## src/rtl/dlsc_pcie_s6_pkg.sv

```systemverilog
// Shared definitions for the PCIe outbound read allocator: FSM states,
// default sizing and the tag/buffer credit check.
package dlsc_pcie_s6_pkg;

    typedef enum logic [1:0] {
        ST_INIT  = 2'd0,
        ST_IDLE  = 2'd1,
        ST_ALLOC = 2'd2,
        ST_REQ   = 2'd3
    } alloc_state_t;

    localparam int TAGS       = 32;
    localparam int BUF_DWORDS = 512;

    // True when one more tag is free and the region of 'need' dwords fits.
    // Operands are widened to 32 bits so the sums cannot overflow.
    function automatic logic credit_ok(
        input logic [31:0] tag_used,
        input logic [31:0] tags,
        input logic [31:0] data_used,
        input logic [31:0] need,
        input logic [31:0] buf_dwords
    );
        return (tag_used < tags) && ((data_used + need) <= buf_dwords);
    endfunction

endpackage

```

## src/rtl/dlsc_pcie_s6_credit_counter.sv

```systemverilog
// Up-by-N / down-by-1 credit counter. Both directions apply in the same
// cycle; a release with nothing outstanding saturates at zero.
module dlsc_pcie_s6_credit_counter #(
    parameter int W     = 6,
    parameter int INC_W = 1
) (
    input  logic             clk,
    input  logic             rst,
    input  logic             inc_en,
    input  logic [INC_W-1:0] inc_amt,
    input  logic             dec,
    output logic [W-1:0]     count
);

    logic [W-1:0] count_q;
    logic [W-1:0] count_d;
    logic [W:0]   sum_s;

    // Next count: add the allocation, then remove one released unit
    always_comb begin
        sum_s   = {1'b0, count_q};
        count_d = count_q;
        if (inc_en) begin
            sum_s = {1'b0, count_q} + (W+1)'(inc_amt);
        end else begin
            sum_s = {1'b0, count_q};
        end
        if (dec) begin
            if (sum_s == {(W+1){1'b0}}) begin
                count_d = {W{1'b0}};
            end else begin
                count_d = W'(sum_s - (W+1)'(1'b1));
            end
        end else begin
            count_d = W'(sum_s);
        end
    end

    // Count register
    always_ff @(posedge clk or posedge rst) begin
        if (rst) begin
            count_q <= {W{1'b0}};
        end else begin
            count_q <= count_d;
        end
    end

    assign count = count_q;

    dlsc_pcie_s6_credit_counter_chk #(.W(W)) u_chk (
        .clk    (clk),
        .rst    (rst),
        .inc_en (inc_en),
        .dec    (dec),
        .count  (count_q)
    );

endmodule

```

## src/rtl/dlsc_pcie_s6_credit_counter_chk.sv

```systemverilog
// Simulation checker: a release must never arrive while the count is zero.
module dlsc_pcie_s6_credit_counter_chk #(
    parameter int W = 6
) (
    input logic         clk,
    input logic         rst,
    input logic         inc_en,
    input logic         dec,
    input logic [W-1:0] count
);

    a_no_underflow: assert property (@(posedge clk) disable iff (rst)
        !(dec && !inc_en && (count == {W{1'b0}})));

endmodule

```

## src/rtl/dlsc_pcie_s6_outbound_read_alloc.sv

```systemverilog
// Outbound read allocator: reserves one tag and a contiguous buffer region
// per read command, then issues the memory-read request. Tags and regions
// are handed out strictly in order and recycled by buffer feedback.
module dlsc_pcie_s6_outbound_read_alloc
    import dlsc_pcie_s6_pkg::*;
#(
    parameter int ADDR = 32,
    parameter int LEN  = 4,
    parameter int TAG  = $clog2(TAGS),
    parameter int BUFA = $clog2(BUF_DWORDS)
) (
    input  logic              clk,
    input  logic              rst,
    output logic              cmd_ready,
    input  logic              cmd_valid,
    input  logic [ADDR-3:0]   cmd_addr,
    input  logic [LEN-1:0]    cmd_len,
    input  logic              req_ready,
    output logic              req_valid,
    output logic [ADDR-3:0]   req_addr,
    output logic [LEN:0]      req_len,
    output logic [TAG-1:0]    req_tag,
    output logic              alloc_init,
    output logic              alloc_valid,
    output logic [TAG:0]      alloc_tag,
    output logic [BUFA-1:0]   alloc_bufa,
    input  logic              dealloc_tag,
    input  logic              dealloc_data
);

    localparam int N_TAGS = 1 << TAG;
    localparam int N_BUF  = 1 << BUFA;

    alloc_state_t    state_q, state_d;
    logic [ADDR-3:0] addr_q, addr_d;
    logic [LEN-1:0]  len_q, len_d;
    logic [TAG:0]    alloc_tag_q, alloc_tag_d;
    logic [BUFA-1:0] alloc_bufa_q, alloc_bufa_d;

    logic [TAG:0]    tag_used_s;
    logic [BUFA:0]   data_used_s;
    logic [LEN:0]    req_len_s;
    logic            alloc_cycle_s;

    assign req_len_s     = (LEN+1)'(len_q) + (LEN+1)'(1'b1);
    assign alloc_cycle_s = (state_q == ST_ALLOC);

    // Next-state and output decode; alloc_tag only advances once the request is taken
    always_comb begin
        state_d      = state_q;
        addr_d       = addr_q;
        len_d        = len_q;
        alloc_tag_d  = alloc_tag_q;
        alloc_bufa_d = alloc_bufa_q;
        cmd_ready    = 1'b0;
        alloc_valid  = 1'b0;
        req_valid    = 1'b0;
        alloc_init   = 1'b0;
        case (state_q)
            ST_INIT: begin
                alloc_init = 1'b1;
                state_d    = ST_IDLE;
            end
            ST_IDLE: begin
                cmd_ready = credit_ok(32'(tag_used_s), 32'(N_TAGS), 32'(data_used_s),
                                      32'(cmd_len) + 32'd1, 32'(N_BUF));
                if (cmd_valid && cmd_ready) begin
                    addr_d  = cmd_addr;
                    len_d   = cmd_len;
                    state_d = ST_ALLOC;
                end else begin
                    state_d = ST_IDLE;
                end
            end
            ST_ALLOC: begin
                alloc_valid = 1'b1;
                state_d     = ST_REQ;
            end
            ST_REQ: begin
                req_valid = 1'b1;
                if (req_ready) begin
                    alloc_tag_d  = alloc_tag_q + (TAG+1)'(1'b1);
                    alloc_bufa_d = alloc_bufa_q + BUFA'(req_len_s);
                    state_d      = ST_IDLE;
                end else begin
                    state_d = ST_REQ;
                end
            end
            default: begin
                state_d = ST_INIT;
            end
        endcase
    end

    // State and allocation registers
    always_ff @(posedge clk or posedge rst) begin
        if (rst) begin
            state_q      <= ST_INIT;
            addr_q       <= {(ADDR-2){1'b0}};
            len_q        <= {LEN{1'b0}};
            alloc_tag_q  <= {(TAG+1){1'b0}};
            alloc_bufa_q <= {BUFA{1'b0}};
        end else begin
            state_q      <= state_d;
            addr_q       <= addr_d;
            len_q        <= len_d;
            alloc_tag_q  <= alloc_tag_d;
            alloc_bufa_q <= alloc_bufa_d;
        end
    end

    assign req_addr   = addr_q;
    assign req_len    = req_len_s;
    assign req_tag    = alloc_tag_q[TAG-1:0];
    assign alloc_tag  = alloc_tag_q;
    assign alloc_bufa = alloc_bufa_q;

    dlsc_pcie_s6_credit_counter #(.W(TAG+1), .INC_W(1)) u_tag_cnt (
        .clk     (clk),
        .rst     (rst),
        .inc_en  (alloc_cycle_s),
        .inc_amt (1'b1),
        .dec     (dealloc_tag),
        .count   (tag_used_s)
    );

    dlsc_pcie_s6_credit_counter #(.W(BUFA+1), .INC_W(LEN+1)) u_data_cnt (
        .clk     (clk),
        .rst     (rst),
        .inc_en  (alloc_cycle_s),
        .inc_amt (req_len_s),
        .dec     (dealloc_data),
        .count   (data_used_s)
    );

endmodule

```

## config.mk

```make
export PLATFORM = sky130hd
export DESIGN_NAME = dlsc_pcie_s6_outbound_read_alloc
export DESIGN_NICKNAME = d
export VERILOG_FILES = /design/src/rtl/dlsc_pcie_s6_pkg.sv /design/src/rtl/dlsc_pcie_s6_credit_counter.sv /design/src/rtl/dlsc_pcie_s6_credit_counter_chk.sv /design/src/rtl/dlsc_pcie_s6_outbound_read_alloc.sv
export SDC_FILE = /design/constraint.sdc
export NUM_CORES = 1
export LEC_CHECK = 0
export BUFFER_PORTS_ARGS = -buffer_cell sky130_fd_sc_hd__buf_2
export CAP_MARGIN = 25
export CORE_AREA = 2 2 94 96
export CTS_BUF_LIST = sky130_fd_sc_hd__clkbuf_8
export CTS_CLUSTER_DIAMETER = 30
export DETAILED_ROUTE_END_ITERATION = 8
export DIE_AREA = 0 0 96 98
export GPL_TIMING_DRIVEN = 0
export PLACE_DENSITY = 0.77
export SETUP_SLACK_MARGIN = 0.3
export SYNTH_ARGS = -nofsm -noshare
export SYNTH_HDL_FRONTEND = slang
export SYNTH_HIERARCHICAL = 1
export SYNTH_SLANG_ARGS = --single-unit
```

## constraint.sdc

```tcl
create_clock -name clk -period 2.9 [get_ports clk]
set_input_delay 0.58 -clock clk [delete_from_list [all_inputs] [get_ports clk]]
set_output_delay 0.58 -clock clk [all_outputs]
set_load 0.01 [all_outputs]
```

; ---- After elaboration in Yosys (flattened, before gate mapping)
; Index checks and enable logic that the tools add are counted.
[totals]
register_bits = 67
latch_bits = 0
mem_bits_rw = 0
mem_bits_ro = 0
inputBits = 40
elab_cells = 41
mem_count = 0
[classes]
add_sub_neg = 9
mul = 0
div_mod_pow = 0
n_lt_le_gt_ge = 2
n_eq_ne = 3
n_shift = 0
muxes = 13
bitwise_logic = 0
n_reduce_logical = 7
[op_table]
columns = op, count
row1 = $add 10x5->11, 2
row2 = $mux 10, 2
row3 = $mux 6, 2
row4 = $le 11x10->1 const B, 1
row5 = $logic_not 11->1, 1
row6 = $mux 11, 1
row7 = $add 4x1->5 const B, 2
row8 = $sub 10x1->10 const B, 1
row9 = $add 9x5->9, 1
row10 = $pmux 2 s4, 1
row11 = $add 6x1->7 const B, 1
row12 = $logic_not 7->1, 1
row13 = $mux 7, 1
row14 = $add 6x1->6 const B, 1
row15 = $lt 6x6->1 const B, 1
row16 = $sub 6x1->6 const B, 1
row17 = $eq 2x2->1 const B, 2
row18 = $mux 1, 4
row19 = $mux 2, 2
row20 = $reduce_and 2->1, 2
row21 = $eq 2x1->1 const B, 1
row22 = $logic_and 1x1->1, 2
row23 = $logic_not 2->1, 1

; ---- Depth between registers and ports, before layout
; Gate-level depths: netlist (run 1).
[depth]
ltp_word = 7
depth_mapped = 11

; ---- Cells and area by module
; Netlist (run 1), hierarchy kept.
[by_module_without_submodules]
columns = mod, instances, cells_each, area_per_inst_um2, seq_area_each_um2
row1 = dlsc_pcie_s6_outbound_read_alloc, 1, 189, 2508.7, 1276.2
row2 = dlsc_pcie_s6_credit_counter at u_data_cnt, 1, 123, 1118.6, 250.2
row3 = dlsc_pcie_s6_credit_counter at u_tag_cnt, 1, 46, 480.5, 150.1

; ---- Worst setup path after synthesis (run 1)
; OpenSTA, ideal clock, no wires.
[synth_timing]
path_type = input port to flip-flop
startpoint = input port cmd_len[1]
endpoint = register len_q[1]
setup_time_ns = 0.125
arrival_ns = 2.922
t_required_ns = 2.775
path_slack_ns = -0.147
path_stages = 8
cell_sequence = ha_1 nor2b_4 or4_4 a221oi_4 nor4_1 nor4b_4 buf_6 mux2_4
[synth_via]
elab_chain_len = 6
[synth_rtl]
columns = item, line
row1 = from (decl), dlsc_pcie_s6_outbound_read_alloc.sv:17  ; input logic [LEN-1:0] cmd_len,
row2 = $add 4x1->5, dlsc_pcie_s6_outbound_read_alloc.sv:66  ; 32'(cmd_len) + 32'd1, 32'(N_BUF));
row3 = $add 10x5->11, dlsc_pcie_s6_pkg.sv:24  ; return (tag_used < tags) && ((data_used + need) <= buf_dwords);
row4 = $le 11x10->1, dlsc_pcie_s6_pkg.sv:24
row5 = $logic_and 1x1->1, dlsc_pcie_s6_pkg.sv:24
row6 = $logic_and 1x1->1, dlsc_pcie_s6_outbound_read_alloc.sv:67  ; if (cmd_valid && cmd_ready) begin
row7 = $reduce_and 2->1 (no source line), n/a
row8 = to (signal assigned), dlsc_pcie_s6_outbound_read_alloc.sv:100  ; len_q <= {LEN{1'b0}};
row9 = to (signal assigned), dlsc_pcie_s6_outbound_read_alloc.sv:106  ; len_q <= len_d;
row10 = to (decl), dlsc_pcie_s6_outbound_read_alloc.sv:36  ; logic [LEN-1:0] len_q, len_d;
; Several ways; a longest one is shown, not always the timed one.
; A chain may end at the register's enable or synchronous reset.

; ---- Worst setup path after layout (run 1)
[layout_timing]
startpoint = register u_data_cnt.count_q[1], in the netlist u_data_cnt/count[1]
endpoint = output port cmd_ready
[layout_via]
elab_chain_len = 4
[layout_rtl]
columns = item, line
row1 = from (decl), dlsc_pcie_s6_credit_counter.sv:15  ; logic [W-1:0] count_q;
row2 = from (signal assigned), dlsc_pcie_s6_credit_counter.sv:42  ; count_q <= {W{1'b0}};
row3 = from (signal assigned), dlsc_pcie_s6_credit_counter.sv:44  ; count_q <= count_d;
row4 = $add 10x5->11, dlsc_pcie_s6_pkg.sv:24
row5 = $le 11x10->1, dlsc_pcie_s6_pkg.sv:24
row6 = $logic_and 1x1->1, dlsc_pcie_s6_pkg.sv:24
row7 = $mux 1, dlsc_pcie_s6_outbound_read_alloc.sv:59  ; case (state_q)
row8 = to (decl), dlsc_pcie_s6_outbound_read_alloc.sv:14  ; output logic cmd_ready,
; Every way passes these cells.

==> results.txt, run 1 <==
Status -> finished with violations
Failing checks -> negative setup slack
Worst EP arrival -> 2460 ps
Worst clock skew -> 18.46 ps
Pwr Total -> 5.391 mW
Peak VDD IR -> 0.0004306 V
Final worst setup slack -> -135.1 ps
Pre-antenna DRT Iters -> 4
FF+latch area -> 1683 sq um
Placed Instances -> 565
Die X -> 96 microns
GRT busiest layer -> met2
Clock Path Buffers -> 2
Dpl ws -> -474.6 ps
Clock Sinks -> 67
Sw frac -> 0.4037
Area contributors post-synth -> dfrtp_1 (41%), mux2_4 (7.7%), ha_1 (6.7%)
Register area share after synthesis -> 0.4082
Grt total ovfl -> 0
Hold Vio Cnt, Final -> 0
Antenna cells -> 0
Vias in the first global route -> 3307
Sequential power share -> 0.289
Final Net Count -> 566
Root Driver -> clkbuf_8
Worst hold margin -> 158.8 ps
TritonCTS clock tree -> built
Sw power -> 2.176 mW
Hpwl dp -> 6.850 mm
Multi-input logic area -> 2586 sq um
CP Capture Type -> output port
H-tree depth -> 3
Global routing usage on met3 -> 0.06096
Total Wirelength -> 11.04 mm
Fin. max-slew vios -> 0
Max Freq -> 329.5 MHz
Post-Syn Nets -> 422
Power Density -> 955.1 nW/um^2
Mean area per synthesized cell -> 11.47 sq um
Combinational power share -> 0.563
Cell Count, Final, Fillers Out -> 615
Initial antenna violation count -> 0
Worst Path Required -> 2320 ps
Core area -> 8466 sq um
Post-synth EDFFs -> 0
Top FF cell, synth -> dfrtp_1
Clock power share -> 0.148
First-pass GRT wire length -> 15.95 mm
Synthesis-stage register bit count -> 67
CP Class -> reg -> out
Initial Util -> 0.4852
Met2 usage -> 0.3857
Synth area leader -> dfrtp_1
Tcrit/Tclk final -> 1.047
Int Pwr -> 3.215 mW
Syn Std Cell Area -> 4108 sq um
Startpoint types -> flip-flop
Lkg Pwr -> 2.776 nW
Avg WL per Cell -> 17.95 microns
Unrepaired setup endpoints after global routing -> yes
Layout cell share with drive strength beyond 1 -> 0.5168
Worst r2r dst -> req_addr[21]
Hold Crit Class -> in -> async
Tmin final -> 3035 ps
Yosys warns -> 6
Post-route DRC -> 0
DIE HEIGHT -> 98 microns
Vias post-DR -> 3422
Area share of the largest cell type after synthesis -> 0.4082
Synth unique cells -> 66
Clk Latency, worst-skew pair -> 360 ps
RePlAce Congestion -> 0.8294
Clock-pin transition on the worst setup and hold timing paths -> 80 ps
Synth-to-layout area growth -> 37.40%
Setup slack, reg-to-reg -> -100 ps
Die Area -> 9408 sq um
TritonCTS buffer count -> 9
DR iter-0 viols -> 240
Worst r2r src -> u_data_cnt/count[1]
Largest net degree at the start of global routing -> 40
Most numerous cell in the Yosys netlist -> dfrtp_1
Synth async-reset ratio -> 1.000
Crit path max fanout -> 2
Gr usage total -> 0.2201
Gate Count Post-Synth -> 358
Row count -> 34
Fillers -> 598
GRT met1 Usage -> 0.2506
# port buffers -> 98
# setup viols final -> 29
Max-cap violations -> 0
Boundary Pins -> 99
Avg Vias per Cell -> 5.564
Final ANT Viol Nets -> 0
Final TNS setup -> -2149 ps
Reg2reg path depth -> 11
Most frequent cells after synthesis -> dfrtp_1 (67), nand2_1 (27), ha_1 (22)
[registers in the layout (all words and copies together), names as in the netlist]
| signal | cells |
|---|---|
| len_q | 4 |
| state_q | 2 |
| alloc_tag | 6 |
| alloc_bufa | 9 |
| req_addr | 30 |
| u_data_cnt/count | 10 |
| u_tag_cnt/count | 6 |
[kinds of logic after synthesis]
kind of cell | share of synthesized area
and+or+nand+nor | 0.1447
DFF | 0.4082
AOI/OAI and AO/OA | 0.1209
muxes | 0.1380
xor gates and xnor gates | 0.07402
buffers and inverters | 0.03655
adders and majority gates | 0.07676
other | 0.0009129
[per-stage QoR]
stage                     utilization  area, sq um
after global placement         0.5677         4806
after global routing           0.6667         5644
after detailed placement       0.5701         4826
after floorplan                     -         4180
final                          0.6667         5644
after CTS                      0.6338         5365
[worst max-delay path: stages, from the launching register on]
cell and delay, ps:
dfrtp_2 440, ha_4 230, nor2b_4 130, or4_4 560, a221oi_4 280, a21boi_2 100
nor3_2 180, buf_2 160
[worst max-delay path by stage]
stage | startpoint | endpoint | slack [ps] | cells after the start
after floorplan | cmd_len[1] | len_q[1] | -110 | 8
after global placement | cmd_len[1] | req_addr[26] | -420 | 9
after detailed placement | cmd_len[1] | req_addr[24] | -470 | 9
after CTS | u_data_cnt/count[1] | cmd_ready | -100 | 7
after global routing | u_data_cnt/count[0] | cmd_ready | -210 | 9
final | u_data_cnt/count[1] | cmd_ready | -140 | 7
[repair_timing]
| item | CTS | global route |
|---|---|---|
| hold buffers | 0 | 0 |
| buffers inserted | 18 | 14 |
| pin swaps | 10 | 21 |
| gates cloned | 2 | 0 |
| resized for setup | 42 | 37 |
| endpoints found under the setup margin | 47 | 47 |
[power groups by stage]
stage | combinational [mW] | clock (mW) | sequential (mW)
after floorplan | 1.64 | 0 | 1.60
after global placement | 2.25 | 0 | 1.52
after detailed placement | 2.34 | 0 | 1.54
after CTS | 2.56 | 0.800 | 1.53
after global routing | 3.26 | 0.854 | 1.60
final | 3.04 | 0.799 | 1.56
[final cells by class]
type                    instances  area share
clock inverters                 7     0.01352
inverters                      13    0.009089
plain buffers                  14     0.02350
repair buffers                133      0.1516
well taps                     108     0.02394
flip-flops and latches         67      0.2982
multi-input cells             264      0.4582
clock buffers                   9     0.02195
[cell usage in the layout, fill, tap and decap left out, drive strengths merged, types with 2 or more instances in the layout]
cell type    n
mux2        35
dfrtp       67
and2         3
o31ai        2
clkinv       3
o21a         3
nor2b        6
nor2        14
nor3         5
xor2        15
o22ai        2
clkbuf      11
nand3       11
nand2       27
o211ai       5
xnor2       18
nand2b       4
and3        10
o21ai       14
ha          22
nor3b        2
buf        145
a31oi        3
a21oi        8
mux2i        9
inv         14
nand4        6
clkinvlp     2
fa           2
o211a        6
and4         3
a41oi        2
a21o         4
nor4b        2
nand3b       2
o2111ai      3
[routing by layer]
layer	up-vias	part of all wire
met3	30	0.064
met4	0	0.029
met1	1673	0.39
met2	135	0.52
li1	1584	-
met5	-	0
Note: power is estimated with default switching activity, not from simulation.
==> run 2: changes to the inputs <==
CORE_AREA = 2 2 89 91   (was 2 2 94 96)
DIE_AREA = 0 0 91 93   (was 0 0 96 98)
PLACE_DENSITY = 0.82   (was 0.77)
clock period = 3.2 ns   (was 2.9 ns; I/O delays follow)
==> results.txt, run 2 (synthesis results as in run 1) <==
Status -> completed
Crit path max fanout -> 3
Initial Util -> 0.5457
# port buffers -> 98
Gr usage total -> 0.2245
Clock Path Buffers -> 2
Final worst setup slack -> 137.4 ps
Boundary Pins -> 99
Final Net Count -> 542
Cell Area, Placed -> 4786 sq um
Vias post-DR -> 3217
RePlAce Congestion -> 0.8110
Largest net degree at the start of global routing -> 44
Final ANT Viol Nets -> 0
Initial antenna violation count -> 0
Critical path startpoint -> u_data_cnt/count[1]
Max Freq -> 326.5 MHz
Antenna cells -> 0
Die X -> 91 microns
Avg Vias per Cell -> 5.499
Startpoint types -> flip-flop
Grt total ovfl -> 0
DIE HEIGHT -> 93 microns
Hpwl dp -> 6.948 mm
Commonest non-fill, non-tap cell in the layout -> buf_2
Cell Count, Final, Fillers Out -> 585
Hold Vio Cnt, Final -> 0
Row count -> 32
Max-cap violations -> 0
Tcrit/Tclk final -> 0.9571
Final core occ -> 0.6857
Core area -> 7527 sq um
Worst hold margin -> 224.2 ps
Root Driver -> clkbuf_8
Max Used Layer -> met4
Peak VDD IR -> 0.0003629 V
Clock Sinks -> 67
Placed Instances -> 559
Tmin final -> 3063 ps
H-tree depth -> 3
Largest register FFs -> 30
Worst r2r src -> u_data_cnt/count[1]
Fin. max-slew vios -> 0
Met3 WL -> 415 microns
Final TNS setup -> 0 ps
# setup viols final -> 0
Leading cell types in the layout, fill and taps excluded -> buf_2 (101), dfrtp_1 (65), nand2_1 (27)
Worst EP arrival -> 2420 ps
Worst clock skew -> 8.675 ps
Hold buffers post-CTS -> 0
Worst Path Required -> 2560 ps
Synth-to-layout area growth -> 25.65%
Layout cell share with drive strength beyond 1 -> 0.4224
Hold Crit Class -> in -> async
Lkg Pwr -> 2.595 nW
Vias in the first global route -> 3186
Avg WL per Cell -> 16.44 microns
Total Wirelength -> 9.615 mm
CP Capture Type -> output port
CP Class -> reg -> out
Post-route DRC -> 0
Pwr Total -> 4.275 mW
DR iter-0 viols -> 116
Met1 wire length -> 4.176 mm
Power Density -> 828.2 nW/um^2
Clk Latency, worst-skew pair -> 350 ps
Final instance area -> 5161 sq um
Met2 wire len -> 4.842 mm
Clock-pin transition on the worst setup and hold timing paths -> 90 ps
Dpl ws -> -223.0 ps
Setup slack, reg-to-reg -> 290 ps
First-pass GRT wire length -> 15.09 mm
TritonCTS buffer count -> 9
Reg2reg path depth -> 9
Pre-antenna DRT Iters -> 4
Unrepaired setup endpoints after global routing -> yes
Worst r2r dst -> req_addr[9]
Die Area -> 8463 sq um
TritonCTS clock tree -> built
run 2: layout make-up:
| cell class | instances | area (sq um) |
|---|---|---|
| Clock inverter | 7 | 60.06 |
| Timing Repair Buffer | 109 | 624.3 |
| Clock buffer | 9 | 123.9 |
| Fill cell | 564 | 2366 |
| Inverter | 13 | 48.80 |
| Tap cell | 102 | 127.6 |
| Buffer | 14 | 118.9 |
| Multi-Input combinational cell | 264 | 2379 |
| Sequential cell | 67 | 1679 |
run 2: routing by layer:
metal / vias to the layer above / GRT usage
li1: 1523 / -
met1: 1579 / 0.2798
met2: 101 / 0.3914
met3: 14 / 0.04754
met4: 0 / 0.07323
met5: - / 0
run 2: worst max-delay path, cell delays in order (launching register included):
cell	delay [ps]
dfrtp_2	440
ha_4	220
nor2b_4	130
or4_4	540
a221oi_4	340
a21boi_2	140
nor3_2	120
buf_2	150
run 2: worst max path at each step:
stage	endpoint	slack, ps
floorplan	len_q[1]	130
global placement	req_addr[4]	-170
detailed placement	req_addr[26]	-220
CTS	cmd_ready	100
global route	cmd_ready	30
finish	cmd_ready	140
run 2: where the power goes:
part           total, mW  switching, mW  internal [mW]
clock network      0.662          0.368          0.294
registers           1.39          0.261           1.13
logic               2.22           1.13           1.09
run 2: repair_timing:
action | CTS | global route
cloned | 0 | 2
resized for setup | 6 | 12
setup endpoints to repair | 45 | 13
pin swaps | 3 | 7
buffers inserted | 4 | 4
==> run 3: changes to the inputs <==
CORE_AREA = 2 2 94 96   (was 2 2 89 91)
DIE_AREA = 0 0 96 98   (was 0 0 91 93)
MAX_ROUTING_LAYER = met4   (was not set)
PLACE_DENSITY = 0.77   (was 0.82)
clock period = 2.54 ns   (was 3.2 ns; I/O delays follow)
==> results.txt, run 3 (synthesis results as in run 1) <==
# port buffers -> 98
DR iter-0 viols -> 295
CP max stage cell -> or4_4
Die Area -> 9408 sq um
Fin. max-slew vios -> 0
Worst Path Required -> 2030 ps
Layout cell share with drive strength beyond 1 -> 0.5556
Row count -> 34
Setup slack, reg-to-reg -> -410 ps
Max Used Layer -> met4
Vias in the first global route -> 3616
RePlAce Congestion -> 0.8835
Worst r2r src -> u_data_cnt/count[1]
H-tree depth -> 3
TritonCTS clock tree -> built
Grt total ovfl -> 0
Met2 wire len -> 6.315 mm
CP Capture Type -> output port
Vias post-DR -> 3573
Lkg Pwr -> 2.909 nW
Tcrit/Tclk final -> 1.171
Worst slew margin -> 0.6430
Final ANT Viol Nets -> 0
TritonCTS buffer count -> 9
Met3 WL -> 740 microns
Avg WL per Cell -> 19.26 microns
Peak per-stage delay on the critical path -> 550 ps
Avg Vias per Cell -> 5.671
Clk Latency, worst-skew pair -> 350 ps
Total Wirelength -> 12.13 mm
Largest register FFs -> 30
Core area -> 8466 sq um
Post-route DRC -> 0
Max-cap violations -> 0
Hold buffers post-CTS -> 0
Largest net degree at the start of global routing -> 45
Unrepaired setup endpoints after global routing -> yes
Initial Util -> 0.4852
Boundary Pins -> 99
Root Driver -> clkbuf_8
Hold Vio Cnt, Final -> 0
Hold Crit Class -> in -> async
Worst hold margin -> 81.64 ps
Final Net Count -> 581
Startpoint types -> flip-flop
Commonest non-fill, non-tap cell in the layout -> buf_2
FF+latch area -> 1683 sq um
Initial antenna violation count -> 0
Clock-pin transition on the worst setup and hold timing paths -> 80 ps
Placed Instances -> 565
Pwr Total -> 6.730 mW
Status -> finished with violations
Antenna cells -> 0
Leading cell types in the layout, fill and taps excluded -> buf_2 (100), dfrtp_1 (62), buf_4 (37)
Critical path startpoint -> u_data_cnt/count[1]
First-pass GRT wire length -> 17.89 mm
Dpl ws -> -796.9 ps
Cell Count, Final, Fillers Out -> 630
Clock Path Buffers -> 2
Worst EP arrival -> 2470 ps
Failing checks -> negative setup slack
Multi-input logic area -> 2665 sq um
Worst clock skew -> 6.321 ps
Peak VDD IR -> 0.0004156 V
Synth-to-layout area growth -> 44.78%
Final worst setup slack -> -434.5 ps
# setup viols final -> 46
Clock Sinks -> 67
Gr usage total -> 0.2539
CP Class -> reg -> out
Worst r2r dst -> req_addr[10]
Pre-antenna DRT Iters -> 5
Fillers -> 526
Met1 wire length -> 4.773 mm
Max Freq -> 336.2 MHz
Cell Chain, Critical Path -> ha_4 > nor2b_4 > or4_4 > a221oi_4 > a21boi_2 > nor3_2 > buf_2
Hpwl dp -> 7.012 mm
Power Density -> 1132 nW/um^2
Reg2reg path depth -> 10
Die X -> 96 microns
Crit path max fanout -> 2
Worst-margin pin slew -> 535.4 ps
DIE HEIGHT -> 98 microns
Tmin final -> 2975 ps
run 3: changes by cell type in the layout (fill, tap and decap cells not counted), moves of 4 or more:
cell     delta
mux2_4      +9
a21oi_1     -4
ha_4        +5
buf_6      +10
a21oi_2     +4
ha_1        -7
mux2_2      -6
o21ai_2     +5
buf_4      +24
buf_12      +5
run 3: through the flow:
step | utilization | area (sq um) | TNS, ps
global route | 0.7025 | 5947 | -17260
finish | 0.7025 | 5947 | -13970
floorplan | - | 4238 | -12580
global placement | 0.5745 | 4863 | -26050
CTS | 0.6850 | 5799 | -10130
detailed placement | 0.5769 | 4883 | -28210
run 3: cell type report:
class	count	area share
repair buffers	148	0.1725
clock buffers	10	0.02314
clock inverters	6	0.01873
inverters	13	0.008626
well taps	108	0.02272
flip-flops and latches	67	0.2830
plain buffers	14	0.02314
multi-input cells	264	0.4481
run 3: per-layer routing:
| layer | track usage | vias up |
|---|---|---|
| met5 | - | - |
| met4 | 0.1154 | 0 |
| met3 | 0.05015 | 31 |
| met2 | 0.4295 | 161 |
| met1 | 0.2846 | 1767 |
| li1 | - | 1614 |
run 3: repair_timing:
item / 4_1_cts / 5_1_grt
endpoints found under the setup margin: 49 / 52
gates cloned: 3 / 0
gates resized for setup: 53 / 26
setup buffers: 40 / 6
pin swaps: 18 / 11
run 3: worst max-delay path by stage:
stage | end | cells past startpoint
3_5_place_dp | req_addr[24] | 9
4_1_cts | cmd_ready | 7
5_1_grt | cmd_ready | 7
6_report | cmd_ready | 7
2_1_floorplan | len_q[1] | 8
3_3_place_gp | req_addr[24] | 9
run 3: report_power, final:
part           total [mW]  switching (mW)  internal, mW  leakage, nW
Clock                1.11           0.427         0.680        0.123
Sequential           1.80           0.369          1.43        0.824
Combinational        3.82            1.86          1.97         1.96
Total                6.73            2.65          4.08         2.91
run 3: critical path: cells and delay by family, from the launching register on:
family | cells | cell delay, ps
AO/OA/AOI/OAI | 2 | 440
adder cells (fa/ha/maj) | 1 | 230
buffers and inverters | 1 | 170
flip-flops | 1 | 440
AND/OR/NAND/NOR | 3 | 850
